`src/rtl/dmem_ctrl.sv`:
```
// Data-memory controller between the memory stage and a single-port 32-bit SRAM.
// Stores complete in one cycle; loads take one SRAM cycle plus one extract/register cycle.
module dmem_ctrl #(
  parameter int ADDR_W = 12
) (
  input  logic              clk,
  input  logic              arst_n,
  input  logic              mem_r_ena_i,
  input  logic [31:0]       mem_r_addr_i,
  input  logic              mem_w_ena_i,
  input  logic [31:0]       mem_w_addr_i,
  input  logic [31:0]       mem_w_data_i,
  input  logic [2:0]        funct3_i,
  output logic [31:0]       mem_r_data_o,
  output logic              mem_r_valid_o,
  output logic              stall_o,
  output logic              misalign_o,
  output logic              sram_cs_o,
  output logic              sram_we_o,
  output logic [3:0]        sram_be_o,
  output logic [ADDR_W-1:0] sram_addr_o,
  output logic [31:0]       sram_wdata_o,
  input  logic [31:0]       sram_rdata_i
);

  typedef enum logic {IDLE, RD_WAIT} state_t;

  state_t     state;
  logic [1:0] lat_off;
  logic [2:0] lat_funct3;

  // funct3[1:0] encodes access size: 00 byte, 01 half, 10 word, 11 never legal.
  function automatic logic aligned(input logic [1:0] size_code, input logic [1:0] off);
    case (size_code)
      2'b00:   aligned = 1'b1;
      2'b01:   aligned = ~off[0];
      2'b10:   aligned = (off == 2'b00);
      default: aligned = 1'b0;
    endcase
  endfunction

  function automatic logic [31:0] extract(input logic [31:0] word, input logic [1:0] off,
                                          input logic [2:0] f3);
    logic [7:0]  b;
    logic [15:0] h;
    b = word[{off, 3'b000} +: 8];
    h = off[1] ? word[31:16] : word[15:0];
    case (f3)
      3'b000:  extract = {{24{b[7]}}, b};
      3'b100:  extract = {24'h0, b};
      3'b001:  extract = {{16{h[15]}}, h};
      3'b101:  extract = {16'h0, h};
      default: extract = word;
    endcase
  endfunction

  logic load_ok, store_ok, idle, do_store, do_load, bad_load, bad_req;

  assign load_ok  = (funct3_i[2:1] != 2'b11) && aligned(funct3_i[1:0], mem_r_addr_i[1:0]);
  assign store_ok = ~funct3_i[2] && aligned(funct3_i[1:0], mem_w_addr_i[1:0]);
  assign idle     = (state == IDLE);
  assign do_store = idle & mem_w_ena_i & store_ok;
  assign do_load  = idle & mem_r_ena_i & ~mem_w_ena_i & load_ok;
  assign bad_load = idle & mem_r_ena_i & ~mem_w_ena_i & ~load_ok;
  // A load colliding with a store is dropped and flagged even when the store itself is legal.
  assign bad_req  = (idle & mem_w_ena_i & (~store_ok | mem_r_ena_i)) | bad_load;

  // Address bits above the SRAM range are simply not routed, so accesses wrap.
  logic unused_addr_bits;
  assign unused_addr_bits = ^{mem_r_addr_i[31:ADDR_W+2], mem_w_addr_i[31:ADDR_W+2]};

  // NOTE: every output gets a default before the if/case so no path leaves it unassigned (no latch).
  always_comb begin
    sram_cs_o    = 1'b0;
    sram_we_o    = 1'b0;
    sram_be_o    = 4'b0000;
    sram_wdata_o = 32'h0;
    sram_addr_o  = mem_r_addr_i[ADDR_W+1:2];
    stall_o      = 1'b0;
    // The strobes are decoded straight from the request, so reset must mask them directly.
    if (arst_n) begin
      if (do_store) begin
        sram_cs_o   = 1'b1;
        sram_we_o   = 1'b1;
        sram_addr_o = mem_w_addr_i[ADDR_W+1:2];
        case (funct3_i[1:0])
          2'b00: begin
            sram_be_o    = 4'b0001 << mem_w_addr_i[1:0];
            sram_wdata_o = {4{mem_w_data_i[7:0]}};
          end
          2'b01: begin
            sram_be_o    = 4'b0011 << mem_w_addr_i[1:0];
            sram_wdata_o = {2{mem_w_data_i[15:0]}};
          end
          default: begin
            sram_be_o    = 4'b1111;
            sram_wdata_o = mem_w_data_i;
          end
        endcase
      end else if (do_load) begin
        sram_cs_o = 1'b1;
        sram_be_o = 4'b1111;
        stall_o   = 1'b1;
      end
    end
  end

  // NOTE: sequential state uses non-blocking assignments so all registers update from pre-edge values.
  always_ff @(posedge clk or negedge arst_n) begin
    if (!arst_n) begin
      state         <= IDLE;
      lat_off       <= 2'b00;
      lat_funct3    <= 3'b000;
      mem_r_data_o  <= 32'h0;
      mem_r_valid_o <= 1'b0;
      misalign_o    <= 1'b0;
    end else begin
      mem_r_valid_o <= 1'b0;
      misalign_o    <= bad_req;
      case (state)
        IDLE: begin
          if (do_load) begin
            state      <= RD_WAIT;
            lat_off    <= mem_r_addr_i[1:0];
            lat_funct3 <= funct3_i;
          end else if (bad_load) begin
            mem_r_data_o  <= 32'h0;
            mem_r_valid_o <= 1'b1;
          end
        end
        RD_WAIT: begin
          mem_r_data_o  <= extract(sram_rdata_i, lat_off, lat_funct3);
          mem_r_valid_o <= 1'b1;
          state         <= IDLE;
        end
        default: state <= IDLE;
      endcase
    end
  end

endmodule

```
`config.mk`:
```
export PLATFORM = sky130hd
export DESIGN_NAME = dmem_ctrl
export DESIGN_NICKNAME = d
export VERILOG_FILES = /design/src/rtl/dmem_ctrl.sv
export SDC_FILE = /design/constraint.sdc
export NUM_CORES = 1
export LEC_CHECK = 0
export CAP_MARGIN = 20
export CORE_MARGIN = 5
export CORE_UTILIZATION = 37
export CTS_CLUSTER_SIZE = 14
export DETAILED_ROUTE_END_ITERATION = 16
export PLACE_DENSITY = 0.88
export SLEW_MARGIN = 40
export SYNTH_ARGS = -nofsm -noshare
export SYNTH_HDL_FRONTEND = slang
export SYNTH_SLANG_ARGS = --single-unit
```
`constraint.sdc`:
```
create_clock -name clk -period 4.15 [get_ports clk]
set_input_delay 0.6225 -clock clk [delete_from_list [all_inputs] [get_ports clk]]
set_output_delay 0.6225 -clock clk [all_outputs]
set_load 0.01 [all_outputs]
```
* Word level (Yosys, flattened, before mapping)
Cells that the tools add are included.
** Storage, ports and cells
- Register bits after elaboration :: 40
- Word-level logic and storage cells :: 68
- Input port bits :: 135
** Cells by class
- Mux-type cells :: 27
- Bitwise gates (word level) :: 16
- Reductions and logical operators :: 8
- Equal/unequal tests :: 8
- Shift-type cells :: 3
** Operator list (count)
- $mux W32 :: 4
- $pmux W32 S2 :: 2
- $pmux W32 S4 :: 1
- $shiftx A32 B6 Y8 :: 1
- $mux W12 :: 2
- $mux W16 :: 1
- $mux W4 :: 3
- $mux W1 :: 9
- $pmux W4 S2 :: 1
- $and A1 B1 Y1 :: 7
- $not A1 Y1 :: 7
- $eq A3 B3 Y1 const B :: 2
- $logic_not A2 Y1 :: 3
- $pmux W1 S3 :: 2
- $ne A2 B2 Y1 const B :: 2
- $pmux W1 S2 :: 2
- $reduce_and A2 Y1 :: 2
- $shl A1 B2 Y4 const A :: 1
- $shl A2 B2 Y4 const A :: 1
- $eq A3 B1 Y1 const B :: 1
- $logic_not A3 Y1 :: 1
- $eq A2 B1 Y1 const B :: 1
- $eq A2 B2 Y1 const B :: 1
- $logic_and A1 B1 Y1 :: 2
- other kinds (2) :: 3

* Logic depth before layout (Yosys ltp)
- Depth in word-level cells :: 8
- Gate-level depth with buffers :: 7
- Mapped depth without buffers :: 4

* Worst setup path before layout
No wires, ideal clock.
- Path kind :: input to output
- From :: in funct3_i[0]
- To :: out sram_wdata_o[22]
- Data arrival time :: 1.949 ns
- Buffers on the path :: 3
- Stages :: 7
- Path slack :: 1.578 ns
- Path through :: buf_6 > o21a_1 > o22ai_2 > nand2_2 > buf_2 > buf_1 > nor2_1
** On the way
- Word-level cells in the longest chain between the ends :: 6
- Elaborated cells on any way between the ends :: 9
** RTL lines
- start, declared :: line 13 : input logic [2:0] funct3_i,
- $eq A2 B2 Y1, or another cell as far along :: line 34 : case (size_code)
- $pmux W1 S3 :: line 34
- $logic_and A1 B1 Y1 :: line 60 : assign store_ok = ~funct3_i[2] && aligned(funct3_i[1:0], mem_w_addr_i[1:0]);
- $and A1 B1 Y1 :: line 62 : assign do_store = idle & mem_w_ena_i & store_ok;
- $mux W32 (*) :: line 82 : if (do_store) begin
- $mux W32 (*) :: line 81 : if (arst_n) begin
- end, declared :: line 22 : output logic [31:0] sram_wdata_o,
Every way passes the cells marked *; elsewhere a longest branch is shown, timed or not.

* Worst setup path after layout
- From :: in funct3_i[0]
- To :: out sram_wdata_o[10]
The elaborated chain is that of the path after synthesis.

==> run_results.csv <==
group,metric,value,unit
run_status,outcome,"complete, no violations",
floorplan,die_area,0.009581,mm2
route,drt_iter0_drc,124,
sta,fin_tns_setup,0,ps
cts,insertion_delay,290,ps
place,port_buffers,183,
route,num_vias,3229,
synthesis,synth-seq-cells,40,
synthesis,synthCells,315,
place,place_area,0.004748,mm2
critical_path,ff2ff_path_depth,4,
floorplan,start_util,37.57,%
floorplan,fp.coreArea,0.007607,mm2
sta,tightest_slew,708.7,ps
sta,min_period,3617,ps
min_path,hp-class,"primary input to async pin",
route,ant_nets,0,
flow_run,max_cap_viol_count,0,
synthesis,synth_area,0.002858,mm2
final_layout,stdcell_area,0.004868,mm2
global_routing,antenna_found_initial,0,
synthesis,async_reset_ff_share,100.0,%
synthesis,synth_top_family_by_area,"compound AO/OA/AOI/OAI gates",
critical_path,crit_type,"primary input to output pin",
sta,fmax,276.5,MHz
sta,max-slew-margin-rel,52.64,%
critical_path,crit_start,"funct3_i[0]",
cts,clk_pin_slew,70,ps
final_layout,syn_to_final_growth,70.36,%
power_and_ir_drop,power_density,316.3,mW/mm2
critical_path,r2r_start,"lat_off[1]$_DFFE_PN0P_",
cts,htree_levels,2,
cts,cts_tree,"built",
critical_path,startpoint_type,"primary input",
power_and_ir_drop,leakagePower,2.016,nW
sta,final_max_slew_viol_count,0,
synthesis,yosysWarnings,0,
sta,setup_viol,0,
synthesis,synth_edf_count,0,
sta,period_share,87.16,%
global_routing,grt_overflow,0,
synthesis,synthAdderAreaFrac,0,%
synthesis,synth-compound-area-share,28.24,%
cts,cts.sinks,40,
critical_path,cp_data_required_time,3530,ps
sta,rsz0062_at_grt,"no",
power_and_ir_drop,ir_worst_vdd,0.1969,mV
cts,post_cts_buffers,0,
global_routing,grt_usage,21.06,%
final_layout,fin_util,64.00,%
route,route.detailed.drc,0,
cts,cts_buffer_depth,2,
critical_path,r2r_end,"mem_r_data_o[16]$_DFFE_PN0P_",
critical_path,crit_fanout,25,
floorplan,die_h,97.89,um
synthesis,synth-simple-area-share,14.58,%
synthesis,ys_seq_area_share,35.03,%
critical_path,reg2reg_slack,2000,ps
global_routing,grt_pass1_vias,3289,
synthesis,syn_avg_cell_area,9.072,um2
power_and_ir_drop,total_power,1.540,mW
sta,clock_skew,5.153,ps
synthesis,synth_mux_area_share,16.64,%
cts,cts_hold_buf,0,
cts,cts_resized,0,
final_layout,diodes,0,
sta,hold_violations,0,
synthesis,synthDistinctLibCells,46,
floorplan,rows,32,
cts,cts_root_buf,"clkbuf_8",
cts,numCtsBuffers,5,
synthesis,synth-main-ff-cell,"dfrtp_1",
critical_path,crit_path_end,"sram_wdata_o[10]",
critical_path,endpoint_kind,"output pin",
place,place_congestion,0.8060,
route,routedWlPerCell,17.69,um
final_layout,layout_common_cells,"clkdlybuf4s50_1 (182), dfrtp_1 (39), nor2_1 (29)",
route,wirelength,10440,um
synthesis,synth_fp_nets,450,
synthesis,synth_xor_xnor_area_share,0,%
critical_path,arrival,2990,ps
floorplan,io_pins,220,
floorplan,chipWidth,97.89,um
final_layout,layout_commonest_cell,"clkdlybuf4s50_1",
final_layout,drive_gt1_share,8.402,%
place,dpl.hpwl,8435,um
route,viasPerCell,5.473,
global_routing,grt_pass1_wl,16670,um
final_layout,final_nets,622,
global_routing,grt_max_degree,42,
route,drt-pass1-iter-count,5,
worst max-delay path, cell delays in order:
cell and delay, ps:
clkdlybuf4s50_1 570, o21a_1 280, o22ai_2 150, nand2_2 330, buf_4 320, a21oi_1 130, clkdlybuf4s50_1 570
report_power, final:
group | internal, mW | switching (mW) | total, mW | leakage (nW)
clock network | 0.178 | 0.134 | 0.312 | 0.0541
registers | 0.476 | 0.0909 | 0.566 | 0.519
logic | 0.393 | 0.268 | 0.662 | 1.44
through the flow:
step                hold slack (ps)  setup WS (ps)  std cells
floorplan                     326.9           1578        315
global placement              465.3          580.6        581
detailed placement            473.1          529.8        581
CTS                           423.7          535.7        589
global route                  465.2          363.3        590
finish                        415.4          532.8        590
cell type report:
class	instances	area, um2
tap	102	127.6
timing repair buffer	192	1894
multi-input combinational	240	1703
inverter	8	30.03
fill	595	2739
sequential	40	1002
clock buffer	5	68.82
clock inverter	3	42.54
kinds of logic after synthesis:
family | Yosys count
buffers and inverters | 35
AOI/OAI and AO/OA | 113
DFF | 40
and+or+nand+nor | 84
muxes | 43
synth_stat cells (all sizes together) (2+ instances only):
library cell	count	area [um2]
nand2b	9	56.30
nand2	20	77.58
nor2	30	112.6
dfrtp	40	1001
a21oi	27	135.1
o22ai	9	62.56
a21boi	4	30.03
o21a	2	15.01
clkbuf	13	48.80
nor2b	3	18.77
a22o	4	35.03
inv	8	30.03
a221o	20	200.2
a2bb2oi	3	26.28
a2111oi	2	36.29
nor3	2	10.01
mux2i	25	250.2
buf	14	78.82
and3	8	50.05
and2	2	12.51
or3	4	25.02
o21ai	25	125.1
mux2	18	225.2
a32o	4	40.04
o2bb2ai	3	26.28
a31oi	4	25.02
sequential cells by signal (all words and copies together) (netlist names):
signal and flops:
mem_r_data_o 32, lat_funct3 3, lat_off 2, mem_r_valid_o 1, misalign_o 1, state 1
how the worst min path moves through the flow:
stage | end | from | depth (start not counted) | slack [ps]
2_1_floorplan | lat_funct3[0]$_DFFE_PN0P_ | arst_n | 0 | 330
3_3_place_gp | mem_r_data_o[7]$_DFFE_PN0P_ | mem_r_data_o[7]$_DFFE_PN0P_ | 1 | 470
3_5_place_dp | mem_r_data_o[7]$_DFFE_PN0P_ | mem_r_data_o[7]$_DFFE_PN0P_ | 1 | 470
4_1_cts | mem_r_data_o[5]$_DFFE_PN0P_ | arst_n | 2 | 420
5_1_grt | mem_r_data_o[5]$_DFFE_PN0P_ | arst_n | 2 | 470
6_report | state$_DFF_PN0_ | arst_n | 2 | 420
layer usage:
layer	track usage [%]	wire length [um]
met3	6.357	1008
met2	39.01	5372
met4	5.857	231
met1	23.15	3823
met5	0	0
(Power assumes the default switching activity.)
